`src/rtl/uart_bus_master.sv`:
```
// UART command-frame parser that issues single-word reads/writes on the data-memory bus and replies with ack/data bytes.
// Optional XOR checksum on frames and read data: define UART_BUS_MASTER_CHECKSUM_EN.
module uart_bus_master #(
    parameter int DATA_WIDTH   = 64,
    parameter int ADDRESS_BITS = 64,
    parameter int BUS_TIMEOUT  = 255
) (
    input  logic                      clock,
    input  logic                      reset,
    input  logic [7:0]                rx_data,
    input  logic                      rx_valid,
    output logic [7:0]                tx_data,
    output logic                      tx_valid,
    input  logic                      tx_ready,
    output logic                      bus_read,
    output logic                      bus_write,
    output logic [DATA_WIDTH/8-1:0]   bus_byte_en,
    output logic [ADDRESS_BITS-1:0]   bus_address,
    output logic [DATA_WIDTH-1:0]     bus_write_data,
    input  logic [DATA_WIDTH-1:0]     bus_read_data,
    input  logic                      bus_valid,
    output logic                      busy
);
    localparam int NA   = ADDRESS_BITS / 8;
    localparam int ND   = DATA_WIDTH / 8;
    localparam int NMAX = (NA > ND) ? NA : ND;
    localparam int CW   = $clog2(NMAX + 2);
    localparam int TW   = $clog2(BUS_TIMEOUT + 1);
`ifdef UART_BUS_MASTER_CHECKSUM_EN
    localparam int TX_LAST = ND;       // data bytes plus trailing checksum byte
`else
    localparam int TX_LAST = ND - 1;
`endif
    localparam logic [7:0] CMD_WR  = 8'h57;
    localparam logic [7:0] CMD_RD  = 8'h52;
    localparam logic [7:0] ACK_OK  = 8'h4B;
    localparam logic [7:0] ACK_ERR = 8'h45;

    typedef enum logic [2:0] {
        S_IDLE,
        S_ADDR,
        S_DATA,
`ifdef UART_BUS_MASTER_CHECKSUM_EN
        S_CHK,
`endif
        S_BUS,
        S_WAIT,
        S_RESP_ACK,
        S_RESP_DATA
    } state_t;

    state_t                  state, next;
    logic                    is_write;
    logic [CW-1:0]           cnt;
    logic [TW-1:0]           tmo;
    logic [ADDRESS_BITS-1:0] addr_sr, addr_shift;
    logic [DATA_WIDTH-1:0]   data_sr, data_shift, rdata_sr;
    logic [7:0]              ack_code, ack_val;
    logic                    ack_set, load_bus, tx_fire;
`ifdef UART_BUS_MASTER_CHECKSUM_EN
    logic [7:0]              csum, rsum;
`endif

    // Fields arrive LSB first, so each new byte enters at the top and slides down.
    assign addr_shift = (addr_sr >> 8) | (ADDRESS_BITS'(rx_data) << (ADDRESS_BITS - 8));
    assign data_shift = (data_sr >> 8) | (DATA_WIDTH'(rx_data) << (DATA_WIDTH - 8));

    assign busy        = (state != S_IDLE);
    assign bus_read    = (state == S_BUS) && !is_write;
    assign bus_write   = (state == S_BUS) && is_write;
    assign bus_byte_en = {ND{state == S_BUS}};
    assign tx_valid    = (state == S_RESP_ACK) || (state == S_RESP_DATA);
    assign tx_fire     = tx_valid && tx_ready;

    always_comb begin
        tx_data = 8'h00;
        if (state == S_RESP_ACK)
            tx_data = ack_code;
        else if (state == S_RESP_DATA) begin
            tx_data = rdata_sr[7:0];
`ifdef UART_BUS_MASTER_CHECKSUM_EN
            if (cnt == CW'(ND))
                tx_data = rsum;
`endif
        end
    end

    always_comb begin
        next     = state;
        ack_set  = 1'b0;
        ack_val  = ACK_OK;
        load_bus = 1'b0;
        case (state)
            S_IDLE: if (rx_valid) begin
                if (rx_data == CMD_WR || rx_data == CMD_RD)
                    next = S_ADDR;
                else begin
                    next    = S_RESP_ACK;
                    ack_set = 1'b1;
                    ack_val = ACK_ERR;
                end
            end
            S_ADDR: if (rx_valid && cnt == CW'(NA - 1)) begin
                if (is_write)
                    next = S_DATA;
                else begin
`ifdef UART_BUS_MASTER_CHECKSUM_EN
                    next = S_CHK;
`else
                    next     = S_BUS;
                    load_bus = 1'b1;
`endif
                end
            end
            S_DATA: if (rx_valid && cnt == CW'(ND - 1)) begin
`ifdef UART_BUS_MASTER_CHECKSUM_EN
                next = S_CHK;
`else
                next     = S_BUS;
                load_bus = 1'b1;
`endif
            end
`ifdef UART_BUS_MASTER_CHECKSUM_EN
            S_CHK: if (rx_valid) begin
                if (rx_data == csum) begin
                    next     = S_BUS;
                    load_bus = 1'b1;
                end else begin
                    next    = S_RESP_ACK;
                    ack_set = 1'b1;
                    ack_val = ACK_ERR;
                end
            end
`endif
            S_BUS: begin
                if (is_write) begin
                    next    = S_RESP_ACK;
                    ack_set = 1'b1;
                end else
                    next = S_WAIT;
            end
            S_WAIT: begin
                // A response landing on the final count still counts as success.
                if (bus_valid) begin
                    next    = S_RESP_ACK;
                    ack_set = 1'b1;
                end else if (tmo == TW'(BUS_TIMEOUT)) begin
                    next    = S_RESP_ACK;
                    ack_set = 1'b1;
                    ack_val = ACK_ERR;
                end
            end
            S_RESP_ACK: if (tx_fire)
                next = (!is_write && ack_code == ACK_OK) ? S_RESP_DATA : S_IDLE;
            S_RESP_DATA: if (tx_fire && cnt == CW'(TX_LAST))
                next = S_IDLE;
            default: next = S_IDLE;
        endcase
    end

    always_ff @(posedge clock or posedge reset) begin
        if (reset) begin
            state          <= S_IDLE;
            is_write       <= 1'b0;
            cnt            <= '0;
            tmo            <= '0;
            addr_sr        <= '0;
            data_sr        <= '0;
            rdata_sr       <= '0;
            ack_code       <= 8'h00;
            bus_address    <= '0;
            bus_write_data <= '0;
`ifdef UART_BUS_MASTER_CHECKSUM_EN
            csum           <= 8'h00;
            rsum           <= 8'h00;
`endif
        end else begin
            state <= next;
            case (state)
                S_IDLE: if (rx_valid) begin
                    is_write <= (rx_data == CMD_WR);
                    cnt      <= '0;
`ifdef UART_BUS_MASTER_CHECKSUM_EN
                    csum     <= rx_data;
`endif
                end
                S_ADDR: if (rx_valid) begin
                    addr_sr <= addr_shift;
                    cnt     <= (cnt == CW'(NA - 1)) ? '0 : cnt + CW'(1);
`ifdef UART_BUS_MASTER_CHECKSUM_EN
                    csum    <= csum ^ rx_data;
`endif
                end
                S_DATA: if (rx_valid) begin
                    data_sr <= data_shift;
                    cnt     <= cnt + CW'(1);
`ifdef UART_BUS_MASTER_CHECKSUM_EN
                    csum    <= csum ^ rx_data;
`endif
                end
                S_BUS:  tmo <= '0;
                S_WAIT: begin
                    tmo <= tmo + TW'(1);
                    if (bus_valid)
                        rdata_sr <= bus_read_data;
                end
                S_RESP_ACK: begin
                    cnt <= '0;
`ifdef UART_BUS_MASTER_CHECKSUM_EN
                    rsum <= 8'h00;
`endif
                end
                S_RESP_DATA: if (tx_fire) begin
                    rdata_sr <= rdata_sr >> 8;
                    cnt      <= cnt + CW'(1);
`ifdef UART_BUS_MASTER_CHECKSUM_EN
                    rsum     <= rsum ^ rdata_sr[7:0];
`endif
                end
                default: ;
            endcase
            if (ack_set)
                ack_code <= ack_val;
            // The final byte may still be on rx this cycle, so take it from the shifter.
            if (load_bus) begin
                bus_address <= (state == S_ADDR) ? addr_shift : addr_sr;
                if (is_write)
                    bus_write_data <= (state == S_DATA) ? data_shift : data_sr;
            end
        end
    end
endmodule

```
`config.mk`:
```
export PLATFORM = sky130hd
export DESIGN_NAME = uart_bus_master
export DESIGN_NICKNAME = d
export VERILOG_FILES = /design/src/rtl/uart_bus_master.sv
export SDC_FILE = /design/constraint.sdc
export NUM_CORES = 1
export LEC_CHECK = 0
export BUFFER_PORTS_ARGS = -buffer_cell sky130_fd_sc_hd__buf_2
export CORE_MARGIN = 8
export CORE_UTILIZATION = 45
export DETAILED_ROUTE_END_ITERATION = 6
export PLACE_DENSITY = 0.74
export REMOVE_ABC_BUFFERS = 1
export SLEW_MARGIN = 20
export SYNTH_ARGS = -nofsm -noshare
export SYNTH_HDL_FRONTEND = slang
export SYNTH_SLANG_ARGS = --single-unit
```
`constraint.sdc`:
```
create_clock -name clock -period 22.2 [get_ports clock]
set_clock_uncertainty 0.15 [all_clocks]
set_input_delay 6.66 -clock clock [delete_from_list [all_inputs] [get_ports clock]]
set_output_delay 6.66 -clock clock [all_outputs]
set_load 0.03 [all_outputs]
```
==> metrics.txt <==
status finished, final reports clean; clock latency on the worst-skew pair 0.51 ns; Initial Utilization 0.457; chip height 192 um; WL per Instance 17.0 um; die area 36900 um^2; sequential cell area 8280 um^2; worst vdd ir 0.0739 mV; Mapped Avg Cell Area 12.8 um^2; nets@finish 1365; share of layout cells above drive strength 1 0.370; Final period util 0.417; global placer's final weighted congestion 0.775; hold_buf cts 0; io pins 225; via count of the first global-routing pass 9190; pre-CTS setup slack 12.66 ns; htree depth 2; Hold Fails Final Rpt 0; sequential-to-total area share from yosys stat 0.593; grt met2 use 0.252; Worst Setup End Kind primary output; Fin Setup TNS 0 ns; final setup violating endpoints 0; met3 Use GR 0.0405; Post-Syn Instances 1095; Netlist cell types 55; M1 GR Usage 0.204; max_slew headroom 0.316; DRT Wirelength 29100 um; total CTS buffers 37; Final WS setup 12.95 ns; Non-Filler Instances 1711; DP HPWL 18600 um; GR peak layer met2; synthesized flop and latch total 331; Power Density 112 nW/um^2; final hold slack 0.320 ns; Critical Path RT 15.39 ns; ANT nets after route 0; Max FO, Critical Path 22; grt total ovfl 0; crit path kind reg2out; Area Overhead vs Synth 18.5%; # fillers 2657; multi-input logic area 5250 um^2; Worst-path clk slew 0.06 ns; clk buf depth 3; Post-synth EDFFs 0; Achievable Freq 0.108 GHz; TritonRoute pass-1 iters 4; core region area 30600 um^2; first-pass GRT wire length 48000 um; worst slew pin tran 1.03 ns; Synth area leaders dfrtp_1 (59%), mux2_2 (15%), mux2i_1 (8.7%); final max-slew violation count 0; buffers inserted during post-CTS setup optimization 0; initial antenna violation count 4; Vias per Instance 5.15; initial DRC count 459; fin util 0.541; Hold Path Class reg2reg; MaxCap Viol Count 0; ys flop type dfrtp_1; leakage 8.98 nW; GR Util All Layers 0.158; unrepaired setup endpoints after global routing false; Synth Warn # 0; share of flip-flops with an asynchronous set or reset 1.00; CTS Root Cell clkbuf_16; Core Rows 64; post-route cell area 16600 um^2; mapped cell area 14000 um^2; Placed Instance Area 15200 um^2; CTS sink count 331; cells resized by post-CTS repair 0; Pwr Total 1.85 mW; via count 8808; Yosys top cell area share 0.593; Final min period 9.25 ns; placed cells 1643; DRC errors left 0; reg-to-reg setup timing slack 18.18 ns; Synth area leader dfrtp_1; CTS tree done; IO buf count 224; die width 192 um; Arr. time, crit path 2.44 ns; Worst setup SP type flop; largest net degree at the start of global routing 193
==> report_power, final <==
part	total, mW	internal [mW]	switching, mW
registers	0.816	0.721	0.0954
logic	0.381	0.182	0.199
clock network	0.651	0.412	0.239
==> routing by layer <==
metal,up-vias,routed length (um),part of all wire
li1,4242,-,-
met1,4307,12800,0.44
met2,192,13500,0.46
met3,61,1740,0.060
met4,6,983,0.034
met5,-,41,0.0014
==> worst max-delay path: stages (launching register included) <==
cell      delay, ns
dfrtp_1        0.76
nor2b_2        0.64
nand2_1        0.13
a21boi_0       0.17
buf_2          0.23
==> worst paths after layout <==
| path | depth (start not counted) | end | from |
|---|---|---|---|
| max reg2reg | 5 | bus_write_data[37] | state[1] |
| max in group asynchronous | 3 | bus_address[10] | reset |
| min | 2 | bus_address[10] | bus_address[10] |
| min reg2reg | 2 | bus_address[10] | bus_address[10] |
| max | 4 | tx_data[6] | state[1] |
| min in group asynchronous | 2 | bus_write_data[10] | reset |
==> synthesized netlist by cell type, types with 2 or more instances <==
cell      instances
dfrtp_1         331
mux2_2          185
nand2_1         135
o21ai_0         127
mux2i_1         121
buf_2            33
clkbuf_1         21
buf_4            11
buf_6            11
nor2_1           10
nor3_1           10
a22o_1            9
a21oi_1           8
nor2b_1           6
o21ai_1           6
and3_1            5
a21boi_0          4
inv_1             4
nor3b_1           4
nand2b_1          3
nand3_1           3
nand4_1           3
or3_1             3
a211oi_1          2
a41oi_1           2
and2_1            2
buf_1             2
ha_1              2
nand3b_1          2
nor4bb_1          2
o211ai_1          2
o21a_1            2
o22ai_1           2
==> registers in the layout (all words and copies together) (netlist names) <==
signal          flops
rdata_sr           64
bus_address        64
state               3
bus_write_data     64
is_write            1
addr_sr            64
tmo                 8
ack_code            3
cnt                 4
data_sr            56
==> cells in the final DEF (no fill, tap or decap), types with 10 or more instances in the layout <==
master,n
mux2_2,185
dfrtp_1,331
o21ai_0,127
nand2_1,134
buf_2,224
nor2_1,10
mux2i_1,121
clkbuf_16,38
nor3_1,10
==> cell type report <==
type,instances,area share
Timing Repair Buffer,230,0.0714
Inverter,5,0.00159
Multi-Input combinational cell,681,0.317
Clock inverter,12,0.0134
Antenna cell,1,0.000151
Tap cell,396,0.0299
Clock buffer,55,0.0661
Sequential cell,331,0.500
==> kinds of logic after synthesis <==
family | after synthesis | synth area share
xor gates and xnor gates | 2 | 0.00125
DFF | 331 | 0.593
AOI/OAI and AO/OA | 173 | 0.0693
buffers and inverters | 83 | 0.0341
adders and majority gates | 2 | 0.00179
muxes | 306 | 0.236
and+or+nand+nor | 198 | 0.0646
No activity file was read; power rests on OpenSTA's default activity.
